**src/rtl/dmem_arb_pkg.sv**
```systemverilog
// rtl/dmem_arb_pkg.sv - state encoding and requester IDs shared by the data memory arbiter
package dmem_arb_pkg;

  typedef enum logic [2:0] {
    ST_IDLE = 3'd0,
    ST_CMD0 = 3'd1,
    ST_CMD1 = 3'd2,
    ST_CAPT = 3'd3,
    ST_DONE = 3'd4
  } arb_state_t;

  typedef logic req_id_t;

  localparam req_id_t REQ_A = 1'b0;
  localparam req_id_t REQ_B = 1'b1;

endpackage

```
**src/rtl/dmem_arb_pick.sv**
```systemverilog
// rtl/dmem_arb_pick.sv - requester selection; DMEM_ARB_RR_EN selects round-robin, else B has fixed priority
module dmem_arb_pick
  import dmem_arb_pkg::*;
(
  input  logic    req_a,
  input  logic    req_b,
  input  req_id_t last_grant,
  output req_id_t grant,
  output logic    valid
);

`ifdef DMEM_ARB_RR_EN
  always_comb begin
    valid = req_a | req_b;
    grant = req_b ? REQ_B : REQ_A;
    // on a tie the side that did not win last time goes next
    if (req_a && req_b) begin
      grant = (last_grant == REQ_A) ? REQ_B : REQ_A;
    end
  end
`else
  logic unused_last_grant;
  assign unused_last_grant = last_grant;

  always_comb begin
    valid = req_a | req_b;
    grant = req_b ? REQ_B : REQ_A;
  end
`endif

endmodule

```
**src/rtl/dmem_arbiter.sv**
```systemverilog
// rtl/dmem_arbiter.sv - two-port data memory arbiter (pipeline MEM stage A, stack unit B with two-word access)
// Optional round-robin tie break via DMEM_ARB_RR_EN; default build gives B fixed priority.
module dmem_arbiter
  import dmem_arb_pkg::*;
#(
  parameter int WORD_LENGTH   = 16,
  parameter int ADDRESS_SPACE = 12
) (
  input  logic                       clk,
  input  logic                       reset,
  input  logic                       a_req,
  input  logic                       a_rw,
  input  logic [ADDRESS_SPACE-1:0]   a_addr,
  input  logic [WORD_LENGTH-1:0]     a_wdata,
  input  logic                       b_req,
  input  logic                       b_rw,
  input  logic                       b_dbl,
  input  logic [ADDRESS_SPACE-1:0]   b_addr,
  input  logic [2*WORD_LENGTH-1:0]   b_wdata,
  output logic                       gnt_a,
  output logic                       gnt_b,
  output logic                       done_a,
  output logic                       done_b,
  output logic [2*WORD_LENGTH-1:0]   rdata,
  output logic                       mem_en,
  output logic                       mem_rw,
  output logic [ADDRESS_SPACE-1:0]   mem_addr,
  output logic [WORD_LENGTH-1:0]     mem_wdata,
  input  logic [WORD_LENGTH-1:0]     mem_rdata,
  output logic                       busy
);

  localparam int W  = WORD_LENGTH;
  localparam int AW = ADDRESS_SPACE;
  localparam logic [AW-1:0] ADDR_ONE = AW'(1);

  arb_state_t      state;
  arb_state_t      state_nxt;
  logic            rw_q;
  logic            dbl_q;
  logic [AW-1:0]   addr_q;
  logic [2*W-1:0]  wdata_q;
  req_id_t         id_q;
  req_id_t         last_grant_q;
  req_id_t         pick_id;
  logic            pick_valid;
  logic            accept;

  dmem_arb_pick u_pick (
    .req_a      (a_req),
    .req_b      (b_req),
    .last_grant (last_grant_q),
    .grant      (pick_id),
    .valid      (pick_valid)
  );

  // requests are only looked at while idle
  assign accept = (state == ST_IDLE) && pick_valid;

  always_ff @(posedge clk or negedge reset) begin
    if (!reset) begin
      state <= ST_IDLE;
    end else begin
      state <= state_nxt;
    end
  end

  always_comb begin
    state_nxt = state;
    mem_en    = 1'b0;
    mem_rw    = 1'b0;
    mem_addr  = '0;
    mem_wdata = '0;
    busy      = (state != ST_IDLE);
    case (state)
      ST_IDLE: begin
        if (pick_valid) state_nxt = ST_CMD0;
      end
      ST_CMD0: begin
        mem_en    = 1'b1;
        mem_rw    = rw_q;
        mem_addr  = addr_q;
        mem_wdata = wdata_q[W-1:0];
        state_nxt = dbl_q ? ST_CMD1 : ST_CAPT;
      end
      ST_CMD1: begin
        // upper word sits at the next address, wrapping at the top of memory
        mem_en    = 1'b1;
        mem_rw    = rw_q;
        mem_addr  = addr_q + ADDR_ONE;
        mem_wdata = wdata_q[2*W-1:W];
        state_nxt = ST_CAPT;
      end
      ST_CAPT: begin
        state_nxt = ST_DONE;
      end
      ST_DONE: begin
        state_nxt = ST_IDLE;
      end
      default: begin
        state_nxt = ST_IDLE;
      end
    endcase
  end

  always_ff @(posedge clk or negedge reset) begin
    if (!reset) begin
      rw_q         <= 1'b0;
      dbl_q        <= 1'b0;
      addr_q       <= '0;
      wdata_q      <= '0;
      id_q         <= REQ_A;
      last_grant_q <= REQ_A;
    end else if (accept) begin
      id_q         <= pick_id;
      last_grant_q <= pick_id;
      if (pick_id == REQ_B) begin
        rw_q    <= b_rw;
        dbl_q   <= b_dbl;
        addr_q  <= b_addr;
        wdata_q <= b_wdata;
      end else begin
        rw_q    <= a_rw;
        dbl_q   <= 1'b0;
        addr_q  <= a_addr;
        wdata_q <= {{W{1'b0}}, a_wdata};
      end
    end
  end

  always_ff @(posedge clk or negedge reset) begin
    if (!reset) begin
      gnt_a  <= 1'b0;
      gnt_b  <= 1'b0;
      done_a <= 1'b0;
      done_b <= 1'b0;
    end else begin
      gnt_a  <= accept && (pick_id == REQ_A);
      gnt_b  <= accept && (pick_id == REQ_B);
      done_a <= (state == ST_DONE) && (id_q == REQ_A);
      done_b <= (state == ST_DONE) && (id_q == REQ_B);
    end
  end

  // memory read data is valid the cycle after each read command
  always_ff @(posedge clk or negedge reset) begin
    if (!reset) begin
      rdata <= '0;
    end else if (rw_q) begin
      case (state)
        ST_CMD1: rdata[W-1:0] <= mem_rdata;
        ST_CAPT: begin
          if (dbl_q) rdata[2*W-1:W] <= mem_rdata;
          else       rdata <= {{W{1'b0}}, mem_rdata};
        end
        default: ;
      endcase
    end
  end

endmodule
```
**config.mk**
```make
export PLATFORM = sky130hd
export DESIGN_NAME = dmem_arbiter
export DESIGN_NICKNAME = d
export VERILOG_FILES = /design/src/rtl/dmem_arb_pkg.sv /design/src/rtl/dmem_arb_pick.sv /design/src/rtl/dmem_arbiter.sv
export SDC_FILE = /design/constraint.sdc
export NUM_CORES = 1
export LEC_CHECK = 0
export BUFFER_PORTS_ARGS = -buffer_cell sky130_fd_sc_hd__buf_2
export CAP_MARGIN = 25
export CELL_PAD_IN_SITES_DETAIL_PLACEMENT = 0
export CELL_PAD_IN_SITES_GLOBAL_PLACEMENT = 1
export CORE_ASPECT_RATIO = 1.2
export CORE_UTILIZATION = 33
export CTS_BUF_LIST = sky130_fd_sc_hd__clkbuf_4 sky130_fd_sc_hd__clkbuf_8
export DETAILED_ROUTE_END_ITERATION = 8
export HOLD_SLACK_MARGIN = 0.06
export PLACE_DENSITY = 0.83
export REMOVE_ABC_BUFFERS = 1
export SYNTH_ARGS = -nofsm -noshare
export SYNTH_HDL_FRONTEND = slang
export SYNTH_HIERARCHICAL = 1
export SYNTH_SLANG_ARGS = --single-unit
```
**constraint.sdc**
```tcl
create_clock -name clk -period 1.6 [get_ports clk]
set_clock_uncertainty 0.05 [all_clocks]
set_input_delay 0.32 -clock clk [delete_from_list [all_inputs] [get_ports clk]]
set_output_delay 0.32 -clock clk [all_outputs]
set_load 0.02 [all_outputs]
```
## After elaboration in Yosys (flattened, before gate mapping)

Index checks and enable logic that the tools add are counted.

| storage, ports and cells | value |
|---|---|
| output and inout port bits | 67 |
| flip-flop bits (word level) | 86 |
| logic and storage cells | 48 |

| cells by class | value |
|---|---|
| equality and inequality tests | 6 |
| bitwise operators | 3 |
| reduce and logical (&&, ||, !) cells | 11 |
| multiplexer cells | 15 |
| $add $sub $neg | 1 |

Operator list:

| cell | number |
|---|---|
| $pmux W16 S2 | 2 |
| $mux W16 | 2 |
| $mux W32 | 1 |
| $pmux W12 S2 | 1 |
| $add A12 B1 Y12 const B | 1 |
| $mux W12 | 1 |
| $pmux W3 S4 | 1 |
| $eq A3 B2 Y1 const B | 2 |
| $mux W1 | 6 |
| $logic_and A1 B1 Y1 | 5 |
| $ne A2 B2 Y1 const B | 2 |
| $eq A3 B1 Y1 const B | 1 |
| $eq A3 B3 Y1 const B | 1 |
| $logic_not A3 Y1 | 1 |
| $mux W3 | 1 |
| $reduce_and A3 Y1 | 1 |
| $reduce_bool A3 Y1 | 1 |
| $not A1 Y1 | 2 |
| $reduce_and A2 Y1 | 1 |
| $reduce_bool A2 Y1 | 1 |
| $reduce_or A2 Y1 | 1 |
| $or A1 B1 Y1 | 1 |

## Logic depth before layout (Yosys ltp)

| depth | value |
|---|---|
| depth in word-level cells | 3 |
| gate-level depth with buffers | 7 |
| depth with buffers taken out | 4 |

## Hierarchy

Netlist, hierarchy kept.

Modules (own cells, without submodules):

| module | area each (um^2) | instances | cells an instance | seq. area each (um^2) |
|---|---|---|---|---|
| dmem_arbiter | 4,067.7 | 1 | 412 | 2,152.1 |
| dmem_arb_pick | 13.8 | 1 | 2 | 0.0 |

## Worst setup path before layout

OpenSTA, ideal clock, no wires.

| timing | value |
|---|---|
| kind | register -> output |
| start point | register addr_q[2] |
| end point | output mem_addr[8] |
| data arrival time | 1.538 ns |
| stages on the path, launching flop included | 7 |
| path buffers | 2 |
| path slack | -0.308 ns |
| data required time | 1.230 ns |
| path through | dfrtp_1 buf_2 and4_1 buf_2 nand4_1 xor2_1 o21ai_0 |

| on the way | value |
|---|---|
| longest elaborated chain between the ends | 2 |

RTL lines:

| item | RTL line | text |
|---|---|---|
| start, declared | dmem_arbiter.sv:41 | `logic [AW-1:0] addr_q;` |
| start signal, assigned | dmem_arbiter.sv:120 | `addr_q <= b_addr;` |
| start signal, assigned | dmem_arbiter.sv:125 | `addr_q <= a_addr;` |
| $add A12 B1 Y12 | dmem_arbiter.sv:90 | `mem_addr = addr_q + ADDR_ONE;` |
| $pmux W12 S2 | dmem_arbiter.sv:75 | `case (state)` |
| end, declared | dmem_arbiter.sv:27 | `output logic [ADDRESS_SPACE-1:0] mem_addr,` |

Every way passes these cells.

## Worst setup path in the final report

| timing | value |
|---|---|
| start point | register state[0] |
| end point | output mem_addr[4] |

| on the way | value |
|---|---|
| longest elaborated chain between the ends | 2 |
| elaborated cells on any way between the ends | 3 |
| classes of those cells | eq/ne (2); mux (1) |

RTL lines:

| item | RTL line | text |
|---|---|---|
| start, declared | dmem_arbiter.sv:37 | `arb_state_t state;` |
| start signal, assigned | dmem_arbiter.sv:64 | `state <= state_nxt;` |
| $eq A3 B2 Y1 / $eq A3 B1 Y1 (equally long branches) | dmem_arbiter.sv:75 |  |
| $pmux W12 S2 (*) | dmem_arbiter.sv:75 |  |

Every way passes the cells marked *; elsewhere a longest branch is shown, timed or not.

==> reports/metrics.cfg <==
[timing]
min_period_ps=2240
tightest_slew_ps=458
setup-tns-final_ps=-21140
final-setup-viol-count=78
worst_slack_ps=-641
grt_setup_unrepaired=yes
finalHoldViolCount=0
post-route-period-util=1.40
max_slew_margin=0.695
drv_slew=0
timing.fmax_mhz=446
timing.hold.ws_ps=143

[worst_setup_path]
worstPathMaxFanout=8
slowest_stage=dfrtp_1
worst_path_most_repeated_cell=o21ai_1
start_kind=flip-flop
crit_chain=buf_6 -> or3b_4 -> a31oi_1 -> o21ai_1 -> o21ai_1 -> buf_4
worstPathArrival_ps=1870
cpPeakStageDelay_ps=430
critPathKind=reg -> out
ff2ff_setup_slack_ps=-120
critPathRequiredTime_ps=1230
endpoint_kind=output port

[floorplan]
coreArea_mm2=0.0121
start_util=0.339
die_x_um=104
rows=44
ioPinCount=162
die_area_mm2=0.0128
die_h_um=124

[route]
detail_route.first_pass.iterations=4
drt_iter0_drc=145
wl_um=12500
vias_per_cell=4.92
drc_errors=0
wl_per_cell_um=16.1
ant_nets=0
route.vias.total=3841

[finish]
final_cell_count_no_fill=780
final_nets=711
final_common_cell=buf_2
final_cell_area_mm2=0.00642
antennaDiodeCount=0
area_growth_pct=57.2
drive_above_1_share=0.512
fill_cells=1072
fin_util=0.532
most-common-layout-cells=buf_2 (129), dfrtp_1 (86), nand2_1 (72)

[synthesis]
synth_edf_count=0
async_flop_share=1.00
synth.area.top_cells=dfrtp_1 (53%), o21ai_0 (9.4%), nand2_1 (9.4%)
synthCells=414
synth_top_area_frac=0.527
syn_area_mm2=0.00408
ys_warn_count=6
ys_seq_area_frac=0.527
netlist-cell-type-count=38
yosys.area.top_type=dfrtp_1
ys.flop_type=dfrtp_1
ys_ff_latch=86
syn_area_per_cell_um2=9.86

[grt]
grt_max_degree=63
grt.total_usage=0.179
grt_pass1_vias=3659
grt.overflow.total=0
antenna_found_initial=0
grt_pass1_wl_um=18100

[clocking]
htree_levels=3
cts.clk_slew.worst_paths_ps=90
cts_num_sinks=86
clk_latency_ps=350
cts_tree=built
clk_path_buf_depth=2
cts_root_buf=clkbuf_8
cts_buffers=9

[run]
drv_cap=0

[placement]
post-place-ws_ps=-338
hpwl_um=7670
gp_congestion=0.790
io_buffers=161
dp_cells=736
place_area_mm2=0.00526

[pwr]
p_seq_frac=0.273
p_comb_frac=0.593
peakVddDrop_uv=898
intPower_mw=8.31
swShare=0.398
power_mw=13.8
pwr-share-clk=0.134
power_density_mw_per_mm2=2150
power_switching_mw=5.50
p_leak_nw=3.21

[run_status]
outcome=finished with violations
violations=negative setup slack

[min_path]
hp-class=in -> reg

[Yosys cell counts (4+ instances only)]
cell        n
o21ai_0    77
mux2i_1    29
clkbuf_1   18
a21oi_1     5
mux2_4     10
nand3_1     4
inv_1       4
buf_2      12
a22o_1     17
nand4_1     6
dfrtp_1    86
nand2_1   102
mux2_2      6
[critical path, delay by kind of cell (launching register included)]
family	cells	cell delay [ps]
AOI/OAI and AO/OA	3	350
and+or+nand+nor	1	430
DFF	1	430
buffers and inverters	2	310
[registers in the layout, summed over array words and instances, names as in the netlist]
name,cells
addr_q,12
dbl_q,1
done_a,1
done_b,1
gnt_a,1
gnt_b,1
last_grant_q,1
rdata,32
rw_q,1
state,3
wdata_q,32
[cells by family after synthesis]
kind of cell | Yosys count | synth area share
multiplexers | 45 | 0.124
adder cells (fa/ha/maj) | 1 | 0.00307
AND/OR/NAND/NOR | 133 | 0.143
AO/OA/AOI/OAI | 108 | 0.152
flip-flops | 86 | 0.527
buffers and inverters | 40 | 0.0478
XOR/XNOR | 1 | 0.00215
[layer usage]
metal | track usage | part of all wire | vias up
li1 | - | - | 1833
met1 | 0.224 | 0.44 | 1851
met2 | 0.305 | 0.50 | 146
met3 | 0.0429 | 0.054 | 11
met4 | 0.0607 | 0.010 | 0
met5 | 0 | 0 | -
[power by group through the flow]
stage | sequential [mW] | combinational [mW] | clock [mW]
after floorplan | 4.25 | 2.62 | 0
after global placement | 3.69 | 5.44 | 0
after detailed placement | 3.76 | 5.55 | 0
after CTS | 3.72 | 6.84 | 1.89
after global routing | 3.90 | 8.78 | 1.97
final | 3.78 | 8.19 | 1.85
[final timing paths]
path / end / cells after the start / start
setup / recovery: mem_addr[4] / 6 / state[0]
hold / removal: wdata_q[23] / 3 / b_wdata[23]
setup reg to reg: wdata_q[27] / 8 / state[2]
hold reg to reg: done_a / 1 / last_grant_q
max in group asynchronous: rdata[2] / 3 / reset
min in group asynchronous: done_b / 2 / reset
[layout make-up]
| type | count | area, µm² | area share |
|---|---|---|---|
| well taps | 161 | 201 | 0.0314 |
| clock inverters | 4 | 95.1 | 0.0148 |
| repair buffers | 225 | 1830 | 0.285 |
| clock buffers | 11 | 145 | 0.0226 |
| multi-input cells | 289 | 1980 | 0.308 |
| flip-flops and latches | 86 | 2150 | 0.335 |
| inverters | 4 | 15.0 | 0.00234 |
[timing repair]
| action | CTS | global route |
|---|---|---|
| hold buffers | 1 | 0 |
| endpoints found under the hold margin | 25 | 0 |
| setup endpoints to repair | 31 | 78 |
| gates cloned | 4 | 13 |
| pin swaps | 19 | 14 |
| setup buffers | 9 | 7 |
| resized for setup | 84 | 125 |
(Power assumes the default switching activity.)
